===== config.mk =====
export PLATFORM = sky130hd
export DESIGN_NAME = sdram_bridge_arbiter
export DESIGN_NICKNAME = d
export VERILOG_FILES = /design/src/rtl/sdram_bridge_arbiter.sv
export SDC_FILE = /design/constraint.sdc
export NUM_CORES = 1
export LEC_CHECK = 0
export CAP_MARGIN = 20
export CORE_UTILIZATION = 33
export DETAILED_ROUTE_END_ITERATION = 8
export PLACE_DENSITY = 0.78
export SLEW_MARGIN = 20
export SYNTH_ARGS = -nofsm -noshare
export SYNTH_HDL_FRONTEND = slang
export SYNTH_SLANG_ARGS = --single-unit

===== constraint.sdc =====
create_clock -name clk -period 2.1 [get_ports clk]
set_input_delay 0.63 -clock clk [delete_from_list [all_inputs] [get_ports clk]]
set_output_delay 0.63 -clock clk [all_outputs]
set_load 0.02 [all_outputs]

===== src/rtl/sdram_bridge_arbiter.sv =====
// Two-port arbiter onto one SDRAM pipeline bridge: port 0 wins unless port 1 has starved; one burst in flight.
// Request-to-command 1 cycle from IDLE; bridge waitrequest is passed to the owning port, the other port is held off.
module sdram_bridge_arbiter #(
  parameter int ADDR_W       = 26,
  parameter int DATA_W       = 16,
  parameter int BURST_W      = 10,
  parameter int STARVE_LIMIT = 64
) (
  input  logic               clk,
  input  logic               rst_n,
  input  logic               m0_read,
  input  logic [ADDR_W-1:0]  m0_address,
  input  logic [BURST_W-1:0] m0_burstcount,
  output logic               m0_waitrequest,
  output logic [DATA_W-1:0]  m0_readdata,
  output logic               m0_readdatavalid,
  input  logic               m1_read,
  input  logic               m1_write,
  input  logic [ADDR_W-1:0]  m1_address,
  input  logic [BURST_W-1:0] m1_burstcount,
  input  logic [DATA_W-1:0]  m1_writedata,
  output logic               m1_waitrequest,
  output logic [DATA_W-1:0]  m1_readdata,
  output logic               m1_readdatavalid,
  output logic               br_read,
  output logic               br_write,
  output logic [ADDR_W-1:0]  br_address,
  output logic [BURST_W-1:0] br_burstcount,
  output logic [DATA_W-1:0]  br_writedata,
  input  logic               br_waitrequest,
  input  logic [DATA_W-1:0]  br_readdata,
  input  logic               br_readdatavalid,
  output logic [1:0]         grant,
  output logic               protocol_err
);

  localparam int SW = $clog2(STARVE_LIMIT + 1);
  localparam logic [SW-1:0] STARVE_MAX = SW'(STARVE_LIMIT);

  typedef enum logic [1:0] {IDLE, CMD, RD_DATA, WR_DATA} state_t;

  state_t             state;
  logic               is_wr;
  logic [BURST_W-1:0] burst;
  logic [BURST_W-1:0] beats;
  logic [SW-1:0]      starve;

  logic               m0_pend, m1_pend, pick_m1, bus_on;
  logic [BURST_W-1:0] req_burst;
  logic [BURST_W-1:0] beats_nxt;

  assign m0_pend   = m0_read;
  assign m1_pend   = m1_read | m1_write;
  assign pick_m1   = m1_pend && (!m0_pend || starve >= STARVE_MAX);
  assign req_burst = pick_m1 ? m1_burstcount : m0_burstcount;
  assign beats_nxt = beats + BURST_W'(1);

  assign br_read       = (state == CMD) && !is_wr;
  assign br_write      = ((state == CMD) || (state == WR_DATA)) && is_wr;
  assign bus_on        = br_read | br_write;
  assign br_address    = bus_on ? (grant[1] ? m1_address : m0_address) : '0;
  assign br_burstcount = bus_on ? burst : '0;
  assign br_writedata  = br_write ? m1_writedata : '0;

  assign m0_waitrequest   = !(bus_on && grant[0]) || br_waitrequest;
  assign m1_waitrequest   = !(bus_on && grant[1]) || br_waitrequest;
  assign m0_readdata      = br_readdata;
  assign m1_readdata      = br_readdata;
  assign m0_readdatavalid = (state == RD_DATA) && grant[0] && br_readdatavalid;
  assign m1_readdatavalid = (state == RD_DATA) && grant[1] && br_readdatavalid;

  always_ff @(posedge clk) begin
    if (!rst_n) begin
      state        <= IDLE;
      grant        <= 2'b00;
      is_wr        <= 1'b0;
      burst        <= '0;
      beats        <= '0;
      starve       <= '0;
      protocol_err <= 1'b0;
    end else begin
      // Port 1 only ages while someone else holds the bus or wins arbitration.
      if ((state == IDLE) && pick_m1)
        starve <= '0;
      else if (m1_pend && !grant[1] && (starve != STARVE_MAX))
        starve <= starve + SW'(1);

      if (br_readdatavalid && (state != RD_DATA))
        protocol_err <= 1'b1;

      case (state)
        IDLE: begin
          if (m0_pend || m1_pend) begin
            grant <= pick_m1 ? 2'b10 : 2'b01;
            is_wr <= pick_m1 && m1_write;
            burst <= (req_burst == '0) ? BURST_W'(1) : req_burst;
            beats <= '0;
            if (pick_m1 && m1_read && m1_write)
              protocol_err <= 1'b1;
            state <= CMD;
          end
        end
        CMD: begin
          if (!br_waitrequest) begin
            if (!is_wr) begin
              state <= RD_DATA;
            end else if (burst == BURST_W'(1)) begin
              state <= IDLE;
              grant <= 2'b00;
            end else begin
              state <= WR_DATA;
              beats <= BURST_W'(1);
            end
          end
        end
        WR_DATA: begin
          if (!br_waitrequest) begin
            beats <= beats_nxt;
            if (beats_nxt == burst) begin
              state <= IDLE;
              grant <= 2'b00;
            end
          end
        end
        RD_DATA: begin
          if (br_readdatavalid) begin
            beats <= beats_nxt;
            if (beats_nxt == burst) begin
              state <= IDLE;
              grant <= 2'b00;
            end
          end
        end
        default: begin
          state <= IDLE;
          grant <= 2'b00;
        end
      endcase
    end
  end

endmodule


# ---- Yosys cells after proc, flatten, opt, wreduce, memory -nomap -nowiden
# Index checks and enable logic that the tools add are counted.
dict set report totals {
  regBits 33
  latch_bits 0
  ramBits 0
  romBits 0
  input_bits 111
  out_inout_bits 93
  wordCells 94
  mem_count 0
}
dict set report classes {
  n_addsub 2
  mul 0
  div_mod_pow 0
  magnitude_cmp 1
  n_eq_ne 14
  shift 0
  n_mux 34
  bitwise 3
  n_reduce_logical 33
}
# op n
set op_table {}
lappend op_table {{10-bit two-way mux} 9}
lappend op_table {{26-bit two-way mux} 2}
lappend op_table {{10-bit case mux with 4 select lines} 1}
lappend op_table {{2-bit two-way mux} 15}
lappend op_table {{1-bit logical AND} 16}
lappend op_table {{16-bit two-way mux} 1}
lappend op_table {{2-bit case mux with 4 select lines} 2}
lappend op_table {{2-bit != test (second input constant)} 6}
lappend op_table {{6-bit AND reduction} 2}
lappend op_table {{10-bit by 1-bit adder with 10-bit output (second input constant)} 1}
lappend op_table {{10-bit by 1-bit equality test with 1-bit output (second input constant)} 1}
lappend op_table {{10-bit equality test} 1}
lappend op_table {{10-bit logical NOT} 1}
lappend op_table {{7-bit by 1-bit adder with 7-bit output (second input constant)} 1}
lappend op_table {{7-bit >= comparator (second input constant)} 1}
lappend op_table {{7-bit != test (second input constant)} 1}
lappend op_table {{1-bit logical NOT} 5}
lappend op_table {{1-bit logical OR} 5}
lappend op_table {{2-bit equality test (second input constant)} 2}
lappend op_table {{1-bit two-way mux} 4}
lappend op_table {{2-bit by 1-bit != test with 1-bit output (second input constant)} 2}
lappend op_table {{4-bit AND reduction} 1}
lappend op_table {{2-bit by 1-bit equality test with 1-bit output (second input constant)} 1}
lappend op_table {{2-bit logical NOT} 1}
lappend op_table {{other kinds (4)} 5}

# ---- Longest topological paths before layout
dict set report logic_depth {
  ltp_word 8
  depth_mapped 8
  ltp_nobuf 7
}

# ---- Worst setup path before layout
# Ideal clock, no wire load.
dict set report synth_path {
  path_type {register to output}
  from {register grant[1]}
  to {output port br_address[17]}
  arrival_ns 1.501
  path_slack_ns -0.031
  path_stages_with_launch 6
  n_path_buf 3
  cell_sequence {dfxtp_1 -> clkbuf_1 -> buf_2 -> buf_2 -> mux2i_1 -> nor2_1}
}
dict set report synth_between {
  elab_chain_cells 2
}
# item line_no
set synth_rtl {}
lappend synth_rtl {{start, declared} 33} ;# output logic [1:0] grant,
lappend synth_rtl {{start signal, assigned} 94} ;# grant <= pick_m1 ? 2'b10 : 2'b01;
lappend synth_rtl {{26-bit two-way mux (2 in a row)} 61} ;# assign br_address = bus_on ? (grant[1] ? m1_address : m0_address) : '0;
lappend synth_rtl {{end, declared} 27} ;# output logic [ADDR_W-1:0] br_address,
# Every way passes these cells.

# ---- Worst setup path in the final report
dict set report layout_path {
  from {input port m0_address[15]}
  to {output port br_address[15]}
}
dict set report layout_between {
  elab_chain_cells 2
}
# item line_no
set layout_rtl {}
lappend layout_rtl {{start, declared} 12} ;# input logic [ADDR_W-1:0] m0_address,
lappend layout_rtl {{26-bit two-way mux (2 in a row)} 61}
# Every way passes these cells.

==> impl_results.md <==
- Crit path required time: 1470 ps
- Total number of vias: 3309
- Fin. max-slew vios: 0
- Worst-margin pin slew: 406.1 ps
- First-pass DRT Iterations: 6
- Number of synthesized flops with an enable pin: 0
- Placed Area: 0.004772 sq mm
- DRT iter0 DRCs: 195
- Footprint of the multi-input gates: 0.002044 sq mm
- Non-Filler Instances: approximately 650
- Sequential share of the synthesized area: 0.2183
- GRT Overall Usage: 0.1910
- Vias in the first global route: ~3200
- H-tree level count: 2
- Cell count after synthesis: 380
- Crit path DAT: 1440 ps
- Finished Cell Area: 0.004775 sq mm
- Nets: 659
- Failing checks: design-rule violations
- Endpoint class of the critical path: output port
- Top-Level Pins: 204
- # fillers: 830
- Layout area overhead: 57.75%
- CTS Buf Count: 5
- Commonest non-fill, non-tap cells in the layout: 80 x clkdlybuf4s50_1, 58 x buf_4, 50 x buf_2, 45 x nor2_1, 36 x mux2i_1
- Synth Flop Type: dfxtp_1
- Yosys warnings: 0
- Final WL: 9489 microns
- Clock sink total: 33
- Slew headroom: 0.7280
- DRC Markers: 28
- CP Launch Type: primary input
- Most common cell after layout, fill and taps aside: clkdlybuf4s50_1
- Die Wd: 97.77 microns
- HPWL after DPL: 7516 microns
- Power Density: 566.6 mW/mm^2
- WL/cell: ~15 microns
- Hold Vio Cnt, Final: 0
- RSZ-0062 raised after global routing: no
- Syn nets: 494
- Share of post-route cells with drive strength above 1: 0.2912
- Leakage: 2.281 nW
- CORE AREA: 0.008806 sq mm
- Clock buffer depth: 2
- Final Critical Period: 2074 ps
- Crit-path max FO: 1
- Clock transition at path regs: 70 ps
- FMAX: 482.2 MHz
- Status: finished, violations left
- Final Wtd Congestion: 0.8813
- Hold-fix buffers, CTS: 0
- First-pass GRT wire length: 14960 microns
- Total global routing overflow: 0
- Hold Path Class: flop to flop
- Vias/cell: 5.060
- Worst Skew: a little under 9 ps
- Worst skew pair latency: 290 ps
- Ys async rst share: 0
- Synthesized flop and latch total: 33
- Syn avg cell area: ~8.0 sq um
- CTS tree: done
- Clock root cell: clkbuf_8
- Initial Util: 0.3437
- Synth Cell Area: a little over 0.003 sq mm
- Maxcap violations: 0
- Die Y: 97.77 microns
- FF+latch area: 673.1 sq um
- Final worst slack: ~26 ps
- Max rail drop VDD: 0.2794 mV
- # setup viols final: 0
- Port bufs: ~160
- Place WS: -545.3 ps
- Worst setup path class: primary input to output port
- Site Rows: 34
- Ant diodes: 0
- Die area: 0.009559 sq mm
- Post-route ant nets: 0
- Dpl cells: 638
- Largest net degree at the start of global routing: 21
- Initial antenna violation count: 0
- Distinct cell type count after synthesis: 58
- Period utilization: 0.9876
-- repair_timing --
item	4_1_cts	5_1_grt
gates cloned	3	0
pin swaps	3	8
buffers inserted	6	0
resized for setup	245	38
endpoints found under the setup margin	73	41
-- critical path: stages --
cell             delay [ps]
clkdlybuf4s50_1         470
mux2i_1                  70
nor2_1                  100
buf_2                   170
-- path summary, 6_finish.rpt --
path         cells after the start               startpoint                 endpoint  slack [ps]
max                              4           m0_address[15]           br_address[15]          30
max reg2reg                      8    state[1]$_SDFFE_PN0P_    grant[1]$_SDFFE_PN0P_         110
min                              1  protocol_err$_SDFF_PN0_  protocol_err$_SDFF_PN0_         490
min reg2reg                      1  protocol_err$_SDFF_PN0_  protocol_err$_SDFF_PN0_         490
-- synthesized netlist by cell type (8+ instances only) --
| cell type | count | area, sq um |
|---|---|---|
| and2_1 | 15 | 93.84 |
| and3_1 | 18 | 112.6 |
| buf_4 | 34 | 255.2 |
| clkbuf_1 | 12 | 45.04 |
| dfxtp_1 | 33 | 660.6 |
| mux2i_1 | 37 | 370.4 |
| nand2_1 | 23 | 86.33 |
| nand3_1 | 10 | 50.05 |
| nor2_1 | 52 | 195.2 |
| nor2b_1 | 9 | 56.30 |
| nor3_1 | 8 | 40.04 |
| o211a_1 | 10 | 100.1 |
| xnor2_1 | 9 | 78.83 |
-- area by class of cell --
type,count,area share
multi-input combinational,284,0.4282
timing repair buffer,215,0.3797
sequential,33,0.1410
tap,108,0.02830
clock buffer,5,0.01441
inverter,6,0.004717
clock inverter,3,0.003669
-- state kept, by name, summed over array words and instances, names as in the netlist --
| register | flops |
|---|---|
| starve | 7 |
| is_wr | 1 |
| state | 2 |
| protocol_err | 1 |
| grant | 2 |
| beats | 10 |
| burst | 10 |
-- power breakdown --
| part | internal, mW | total (mW) | leakage, nW | switching [mW] |
|---|---|---|---|---|
| Sequential | 0.693 | 0.775 | 0.273 | 0.0814 |
| Clock | 0.229 | 0.482 | 0.0439 | 0.253 |
| Combinational | 0.731 | 1.45 | 1.96 | 0.718 |
-- through the flow --
step | TNS [ps] | power (mW) | utilization | hold WS, ps
after floorplan | -80.17 | 1.609 | - | 484.2
after global placement | -25410 | 2.200 | 0.5419 | 471.2
after detailed placement | -27090 | 2.230 | 0.5419 | 478.3
after CTS | -105.9 | 2.715 | 0.5395 | 490.3
after global routing | 0 | 2.860 | 0.5422 | 520.3
final | 0 | 2.705 | 0.5422 | 485.9
-- cells by family (layout without fill, tap and decap cells) --
family,count (synthesis),in the layout,share of synthesized area
XOR/XNOR,18,18,0.06532
multiplexers,37,37,0.1224
buffers and inverters,63,229,0.1306
AO/OA/AOI/OAI,59,59,0.1505
AND/OR/NAND/NOR,167,167,0.3005
flip-flops,33,33,0.2183
adder cells (fa/ha/maj),3,3,0.01240
-- per-layer routing --
| layer | wire length (microns) | track usage | up-vias |
|---|---|---|---|
| li1 | - | - | 1636 |
| met1 | 3856 | 0.2236 | 1532 |
| met2 | 4813 | 0.3361 | 118 |
| met3 | 580 | 0.04009 | 23 |
| met4 | 238 | 0.08392 | 0 |
| met5 | 0 | 0 | - |
Power figures use the tool's default switching activity.
